[config.mk]
export PLATFORM = sky130hd
export DESIGN_NAME = shift_unit
export DESIGN_NICKNAME = d
export VERILOG_FILES = /design/src/rtl/shift_pkg.sv /design/src/rtl/shift_step.sv /design/src/rtl/shift_unit.sv
export SDC_FILE = /design/constraint.sdc
export NUM_CORES = 1
export LEC_CHECK = 0
export CAP_MARGIN = 20
export CORE_UTILIZATION = 55
export CTS_CLUSTER_SIZE = 20
export DETAILED_ROUTE_END_ITERATION = 16
export PLACE_DENSITY = 0.89
export SLEW_MARGIN = 20
export SYNTH_ARGS = -nofsm -noshare
export SYNTH_HDL_FRONTEND = slang
export SYNTH_SLANG_ARGS = --single-unit
[constraint.sdc]
create_clock -name clk -period 6.65 [get_ports clk]
set_input_delay 1.995 -clock clk [delete_from_list [all_inputs] [get_ports clk]]
set_output_delay 1.995 -clock clk [all_outputs]
set_load 0.1 [all_outputs]
[src/rtl/shift_pkg.sv]
// Shared types for the multi-cycle shifter.
// Rotate support is built only with SHIFT_UNIT_ROR_EN.
package shift_pkg;

  localparam logic [1:0] OPC_LSL = 2'd0;
  localparam logic [1:0] OPC_LSR = 2'd1;
  localparam logic [1:0] OPC_ASR = 2'd2;
  localparam logic [1:0] OPC_ROR = 2'd3;

  typedef enum logic [1:0] {
    LSL = OPC_LSL,
    LSR = OPC_LSR,
    ASR = OPC_ASR,
    ROR = OPC_ROR
  } shift_op_e;

  typedef enum logic [1:0] {
    IDLE = 2'd0,
    BUSY = 2'd1,
    DONE = 2'd2
  } shift_state_e;

endpackage

[src/rtl/shift_step.sv]
// One combinational shift slice of 0..STEP bit positions.
// The ROR path exists only with SHIFT_UNIT_ROR_EN.
module shift_step
  import shift_pkg::*;
#(
  parameter int WIDTH = 64,
  parameter int STEP  = 4,
  parameter int AW    = $clog2(STEP) + 1
) (
  input  shift_op_e          op,
  input  logic               fill,
  input  logic [AW-1:0]      amt,
  input  logic [WIDTH-1:0]   din,
  output logic [WIDTH-1:0]   dout
);

  logic [WIDTH-1:0] ones;
  assign ones = '1;

  always_comb begin
    dout = din;
    unique case (op)
      LSL: dout = din << amt;
      LSR: dout = din >> amt;
      ASR: dout = (din >> amt)
                | (~(ones >> amt) & {WIDTH{fill}});
`ifdef SHIFT_UNIT_ROR_EN
      ROR: dout = (din >> amt)
                | (din << (WIDTH - int'(amt)));
`endif
      default: dout = din;
    endcase
  end

endmodule

[src/rtl/shift_unit.sv]
// Iterative shifter: STEP bits per cycle, valid/ready on both sides.
// SHIFT_UNIT_ROR_EN enables op 3 (rotate right); otherwise it errors.
module shift_unit
  import shift_pkg::*;
#(
  parameter int WIDTH   = 64,
  parameter int STEP    = 4,
  parameter int SHAMT_W = $clog2(WIDTH)
) (
  input  logic               clk,
  input  logic               reset,
  input  logic               in_valid,
  output logic               in_ready,
  input  logic [1:0]         op,
  input  logic [SHAMT_W-1:0] shamt,
  input  logic [WIDTH-1:0]   in_data,
  output logic               out_valid,
  input  logic               out_ready,
  output logic [WIDTH-1:0]   out_data,
  output logic               out_err
);

  localparam int AW = $clog2(STEP) + 1;

  shift_state_e       state_q, state_d;
  shift_op_e          op_q, op_d;
  logic [WIDTH-1:0]   work_q, work_d;
  logic [SHAMT_W-1:0] rem_q, rem_d;
  logic               fill_q, fill_d;
  logic               err_q, err_d;
  logic [AW-1:0]      amt;
  logic [WIDTH-1:0]   step_out;

  always_comb begin
    amt = AW'(rem_q);
    if ({1'b0, rem_q} > (SHAMT_W+1)'(STEP))
      amt = AW'(STEP);
  end

  shift_step #(
    .WIDTH (WIDTH),
    .STEP  (STEP),
    .AW    (AW)
  ) u_step (
    .op   (op_q),
    .fill (fill_q),
    .amt  (amt),
    .din  (work_q),
    .dout (step_out)
  );

  always_ff @(posedge clk or negedge reset) begin
    if (!reset) begin
      state_q <= IDLE;
      op_q    <= LSL;
      work_q  <= '0;
      rem_q   <= '0;
      fill_q  <= 1'b0;
      err_q   <= 1'b0;
    end else begin
      state_q <= state_d;
      op_q    <= op_d;
      work_q  <= work_d;
      rem_q   <= rem_d;
      fill_q  <= fill_d;
      err_q   <= err_d;
    end
  end

  always_comb begin
    state_d = state_q;
    op_d    = op_q;
    work_d  = work_q;
    rem_d   = rem_q;
    fill_d  = fill_q;
    err_d   = err_q;
    unique case (state_q)
      IDLE: begin
        if (in_valid) begin
          op_d   = shift_op_e'(op);
          work_d = in_data;
          fill_d = in_data[WIDTH-1];
          rem_d  = shamt;
          err_d  = 1'b0;
`ifndef SHIFT_UNIT_ROR_EN
          // Unsupported rotate completes at once, operand untouched
          if (op == OPC_ROR) begin
            rem_d = '0;
            err_d = 1'b1;
          end
`endif
          state_d = (rem_d == '0) ? DONE : BUSY;
        end
      end
      BUSY: begin
        work_d = step_out;
        rem_d  = rem_q - SHAMT_W'(amt);
        if (rem_d == '0)
          state_d = DONE;
      end
      DONE: begin
        if (out_ready)
          state_d = IDLE;
      end
      default: state_d = IDLE;
    endcase
  end

  assign in_ready  = (state_q == IDLE) & reset;
  assign out_valid = (state_q == DONE);
  assign out_data  = out_valid ? work_q : '0;
  assign out_err   = out_valid & err_q;

endmodule
==> results.md, run 1 <==
- Routed wl met3: 3.85 mm
- Max-slew violations: 0
- Max stage delay on crit path: 1.15 ns
- Post-route clock period utilization: 0.744
- Number of DRC violations after detailed-routing iteration 0: 1961
- Highest attainable clock frequency: 0.202 GHz
- Endpoints failing setup: 0
- Per-instance average area after synthesis: 8.02 um2
- First-pass GRT wire length: 47.4 mm
- Number of diodes added for antenna fixing: 0
- Clock slew seen by the registers of the worst setup and hold paths: 0.06 ns
- Post-synth EDFFs: 0
- List of cells traversed by the critical path: nor2b_4 > buf_16 > and2_1 > clkdlybuf4s50_1
- Critical setup path kind: flop to output port
- Share of the yosys chip area belonging to registers: 0.212
- Root Driver: sky130_fd_sc_hd__clkbuf_16
- Endpoint required time on the critical path: 4.66 ns
- Antenna violations before repair: 0
- Number of placement rows: 46
- Total met2 wirelength after detailed routing: 13.4 mm
- Total routing resource utilization after global routing: 0.360
- Via count of the first global-routing pass: 8957
- Sink of the worst hold path: err_q
- FF-to-FF End: work_q[0]
- Syn nets: 1198
- Remaining Overflow, GRT: 0
- Cell area after placement: 10200 um2
- CTS H-tree lvls: 3
- Slew margin rel.: 0.253
- Clock tree from TritonCTS: built
- Final period demand of the worst path: 4.95 ns
- Total clock buffers created by CTS: 9
- Post-Route WL: 30.0 mm
- RSZ-0062 raised after global routing: no
- Max Used Layer: met4
- Number of vias in the routed layout: 9782
- Vert. Die Dim: 130 um
- Worst setup skew after layout: 0.0144 ns
- Slew at the pin closest to its max-slew limit: 1.12 ns
- Maxcap violations: 0
- Hold Buf Count CTS: 0
- Reg2Reg Launch Point: rem_q[2]
- Area of the core region: 15900 um2
- Final hold violation count: 0
- Crit path DAT: 2.95 ns
- Class of the tightest hold or removal check: flop to flop
- Final net count: 1208
- Clk sink count: 76
- Antenna viol nets, final: 0
- Post-synthesis instance area: 8970 um2
- Starting density of the core: 0.565
- Min-Delay Startpoint: err_q
- Share of final-layout standard cells stronger than drive strength 1: 0.119
- Full die area: 16800 um2
- Buffers from clock root to sink, at most: 2
- Number of port buffers: 142
- Total negative slack for setup checks: 0 ns
- Most used DFF post-synth: sky130_fd_sc_hd__dfrtp_1
- Setup fix buffers added after clock tree synthesis: 0
- Post-synthesis instance total: 1119
- Asr flop ratio synth: 1.00
- Cell area after layout: 10500 um2
- Clock insertion delay at the later pin of the skew report: 0.36 ns
- Number of cells traversed by the worst hold path: 2
- Number of cells traversed by the worst register-to-register path: 6
- Synth Register Bits: 76
- Critical path capture point type: output port
- Total of cells resized after clock tree synthesis: 0
- Final RePlAce weighted congestion: 0.872
- DR WL/cell: 22.2 um
- Yosys warning count: 0
- Remaining design rule violation count: 0
- Outcome: finished, final reports clean
- Top fanout value on the critical path: 42
- Layout-stage area growth over the synthesis result: 17.1%
- Pin count of the biggest net entering global routing: 88
- Average via count per standard cell: 7.25
- DP Wirelength: 18.0 mm
- Die extent in x: 130 um
- Distinct cell type count of the synthesized netlist: 61
- Length of the first detailed-routing pass in iterations: 7
- Worst-path cell with the longest stage delay: sky130_fd_sc_hd__clkdlybuf4s50_1
- Number of ports placed on the die boundary: 143
- Critical Path Source Type: flop
- WL met1: 11.1 mm
- Minimum setup slack among reg-to-reg paths: 3.00 ns
## critical path, delay by kind of cell, from the launching register on
family,cells,cell delay (ns)
flip-flops,1,0.53
buffers and inverters,2,1.39
AND/OR/NAND/NOR,2,0.67
## cells in the final DEF (no fill, tap or decap), drive strengths merged, types with 9 or more instances in the layout
| cell | count |
|---|---|
| a2111oi | 10 |
| nand2b | 10 |
| a221o | 21 |
| o22ai | 17 |
| nand2 | 102 |
| nor2 | 96 |
| mux2 | 28 |
| a31oi | 24 |
| nand3 | 19 |
| mux2i | 57 |
| or3 | 23 |
| a21oi | 70 |
| clkbuf | 11 |
| mux4 | 57 |
| buf | 19 |
| a22oi | 16 |
| clkdlybuf4s50 | 140 |
| dfrtp | 76 |
| o21ai | 84 |
| a221oi | 16 |
| inv | 9 |
| nor3 | 54 |
| and2 | 69 |
## registers in the layout, summed over array words and instances, names as in the netlist
signal and count:
op_q 2, work_q 64, err_q 1, state_q 2
rem_q 6, fill_q 1
## how the worst max path moves through the flow
| stage | endpoint | startpoint | cells after the start | slack [ns] |
|---|---|---|---|---|
| 3_5_place_dp | out_data[47] | state_q[0] | 3 | 1.76 |
| 6_report | out_data[47] | state_q[0] | 4 | 1.70 |
| 5_1_grt | out_data[47] | state_q[0] | 4 | 1.60 |
| 3_3_place_gp | out_data[49] | state_q[1] | 3 | 1.89 |
| 2_1_floorplan | in_ready | reset | 1 | 1.93 |
| 4_1_cts | out_data[47] | state_q[0] | 3 | 1.38 |
## synth_stat cells, drive strengths merged (6+ instances only)
master,count,area [um2]
a21oi,70,350
nand2,102,383
mux4,57,1280
a2111oi,10,106
nor2,96,370
or3,23,144
o221ai,7,61.3
o2111ai,6,52.6
dfrtp,76,1900
inv,9,33.8
o22ai,17,106
and2,69,432
nand3,19,95.1
and3,6,37.5
o211ai,8,60.1
clkbuf,110,413
a31oi,24,150
mux2,28,315
nor4,6,52.6
nand2b,10,62.6
a211oi,8,60.1
nor3,54,270
nor2b,6,37.5
mux2i,57,571
a221oi,16,140
o21ai,84,420
a22oi,16,120
buf,49,245
a221o,21,210
a211o,8,70.1
## logic make-up after synthesis
logic type                 share of synthesized area
and+or+nand+nor                                0.216
AOI/OAI and AO/OA                              0.248
buffers and inverters                         0.0782
muxes                                          0.242
DFF                                            0.212
adders and majority gates                    0.00418
## routing by layer
layer | track usage | vias to the layer above
met2 | 0.548 | 843
met1 | 0.480 | 4573
met5 | 0 | -
met3 | 0.0771 | 153
met4 | 0.200 | 0
li1 | - | 4213
## area by class of cell
cell class	count	area (um2)
clock buffer	11	243
clock inverter	5	75.1
fill	1284	5370
inverter	9	33.8
multi-input combinational	874	6410
sequential	76	1910
tap	216	270
timing repair buffer	159	1580
## through the flow
step | hold WS (ns) | utilization | instances | setup slack (ns)
detailed placement | 0.501 | 0.640 | 1333 | 1.76
CTS | 0.514 | 0.660 | 1349 | 1.38
floorplan | 0.442 | - | 1119 | 1.93
global placement | 0.461 | 0.640 | 1333 | 1.89
global route | 0.548 | 0.662 | 1350 | 1.60
finish | 0.506 | 0.662 | 1350 | 1.70
Power of run 1 is not shown: default switching activity piles up to over one toggle a cycle in this logic, so the estimate is an artifact.
==> run 2: changes to the inputs <==
==> constraint.sdc (replaced) <==
create_clock -name clk -period 4.9 [get_ports clk]
set_input_delay 1.47 -clock clk [delete_from_list [all_inputs] [get_ports clk]]
set_output_delay 1.47 -clock clk [all_outputs]
set_load 0.1 [all_outputs]
==> run 2 against run 1 <==
Against the previous run:
- clock-buffer cell count rose by 3
- global-route usage rose by 0.74 points
- critical path depth did not move
- largest cell class unchanged
==> results.md, run 2 (same netlist as run 1, synthesis figures left out) <==
- Count of placed standard cells including taps: 1340 (+0.53%)
- Pin count of the biggest net entering global routing: 88 (unchanged)
- Clock insertion delay at the later pin of the skew report: 0.36 ns (about the same)
- Critical setup path kind: flop to output port
- Starting density of the core: 0.565 (unchanged)
- Slew at the pin closest to its max-slew limit: 1.14 ns (+0.0239 ns)
- Total clock buffers created by CTS: 9 (unchanged)
- Worst-path cell with the longest stage delay: sky130_fd_sc_hd__dfrtp_1
- Final period demand of the worst path: 3.77 ns
- DP Wirelength: 19.0 mm (+5.2%)
- Top cell family by delay on the critical path: simple AND/OR/NAND/NOR gates
- Critical Path Source Type: flop
- Max-slew violations: 0 (unchanged)
- Buffers from clock root to sink, at most: 2 (unchanged)
- Layout-stage area growth over the synthesis result: 15.4%
- Remaining Overflow, GRT: 0 (unchanged)
- CTS H-tree lvls: 3 (unchanged)
- Top fanout value on the critical path: 36 (-14%)
- Slew margin rel.: 0.237 (-0.0159)
- Clock slew seen by the registers of the worst setup and hold paths: 0.06 ns (about the same)
- Final RePlAce weighted congestion: 0.899 (+3.1%)
- Class of the tightest hold or removal check: flop to flop
- Total routing resource utilization after global routing: 0.368 (+0.00741)
- CP Buf/Inv Count: 2 (unchanged)
- Via count of the first global-routing pass: 9180 (+2.5%)
- Setup fix buffers added after clock tree synthesis: 0 (unchanged)
- Hold Buf Count CTS: 0 (unchanged)
- Count of non-filler cells in the finished layout: 1356 (+0.44%)
- Number of placement rows: 46 (unchanged)
- Post-Route WL: 30.6 mm (+1.9%)
- Number of diodes added for antenna fixing: 0 (unchanged)
- Maxcap violations: 0 (unchanged)
- Full die area: 16800 um2 (unchanged)
- Average via count per standard cell: 7.31 (+0.90%)
- Max stage delay on crit path: 0.53 ns (-0.62 ns)
- Final hold violation count: 0 (unchanged)
- Length of the first detailed-routing pass in iterations: 6 (-1)
- Endpoint required time on the critical path: 3.43 ns (-1.23 ns)
- Number of port buffers: 142 (unchanged)
- List of cells traversed by the critical path: nor2b_4 > buf_4 > and2_1 > buf_4
- Crit path DAT: 2.30 ns (-0.65 ns)
- Number of DRC violations after detailed-routing iteration 0: 1723 (-12%)
- DR WL/cell: 22.5 um (+1.5%)
- Highest attainable clock frequency: 0.266 GHz
- Number of ports placed on the die boundary: 143 (unchanged)
- Library cell appearing most often on the critical path: sky130_fd_sc_hd__buf_4
- Root Driver: sky130_fd_sc_hd__clkbuf_16
- Antenna violations before repair: 0 (unchanged)
- Area of the core region: 15900 um2 (unchanged)
- Worst setup skew after layout: 0.00819 ns (-0.00618 ns)
- First-pass GRT wire length: 48.4 mm (+2.2%)
- Endpoints failing setup: 0 (unchanged)
- Clk sink count: 76 (unchanged)
- Total of cells resized after clock tree synthesis: 0 (unchanged)
- Clock tree from TritonCTS: built
- Die extent in x: 130 um (unchanged)
- Outcome: finished, final reports clean
- Most frequent cells in the layout: sky130_fd_sc_hd__nand2_1, sky130_fd_sc_hd__nor2_1, sky130_fd_sc_hd__buf_4
- Final net count: 1214 (+0.50%)
- Number of vias in the routed layout: 9914 (+1.3%)
- Commonest non-fill, non-tap cell in the layout: sky130_fd_sc_hd__nand2_1
- Post-route clock period utilization: 0.769
- Vert. Die Dim: 130 um (unchanged)
- Remaining design rule violation count: 0 (unchanged)
- Fill cell total of the finished layout: 1311 (+2.1%)
- Leading registers by flop count: work_q x64, rem_q x6
- Antenna viol nets, final: 0 (unchanged)
- RSZ-0062 raised after global routing: no
- Largest register FFs: 64 (unchanged)
- Share of final-layout standard cells stronger than drive strength 1: 0.178 (+0.0590)
- Biggest register: work_q
- Total negative slack for setup checks: 0 ns (unchanged)
- Critical path capture point type: output port
[run 2: cell types whose count changed in the layout (fill, tap and decap cells not counted), sizes merged]
cell,change
buf,+72
bufinv,-1
clkinv,-2
clkdlybuf4s50,-66
clkbuf,+3
[run 2: worst min-delay path: stages (launching register included)]
cell and delay (ns):
sky130_fd_sc_hd__dfrtp_1 0.34, sky130_fd_sc_hd__nand2_1 0.05, sky130_fd_sc_hd__o21ai_0 0.06
[run 2: metal layers]
layer | vias to the layer above | share of wire | global-route usage
li1 | 4220 | - | -
met5 | - | 0 | 0
met1 | 4627 | 0.36 | 0.484
met4 | 0 | 0.055 | 0.220
met3 | 167 | 0.13 | 0.0849
met2 | 900 | 0.45 | 0.554
[run 2: area by class of cell]
cell class	count	area, um2	area share
Inverter	9	33.8	0.00326
Clock buffer	14	254	0.0245
Multi-Input combinational cell	874	6400	0.618
Tap cell	216	270	0.0261
Sequential cell	76	1910	0.184
Clock inverter	2	35.0	0.00338
Timing Repair Buffer	165	1450	0.140
[run 2: worst paths after layout]
kind	startpoint	to	slack, ns	cells after the start
max	state_q[0]	out_data[55]	1.13	4
min	err_q	err_q	0.49	2
max reg2reg	state_q[0]	work_q[13]	1.55	6
min reg2reg	err_q	err_q	0.49	2
max in group asynchronous	reset	work_q[55]	2.66	3
min in group asynchronous	reset	rem_q[3]	1.24	2
[run 2: stage by stage]
stage / util / setup slack, ns / hold slack [ns] / cell area, um2
after global routing: 0.652 / 0.990 / 0.542 / 10400
after CTS: 0.652 / 1.13 / 0.490 / 10400
final: 0.652 / 1.13 / 0.489 / 10400
after detailed placement: 0.634 / 1.03 / 0.477 / 10100
after floorplan: - / 0.841 / 0.442 / 8970
after global placement: 0.634 / 1.21 / 0.460 / 10100
Power of run 2 is left out for the same reason.
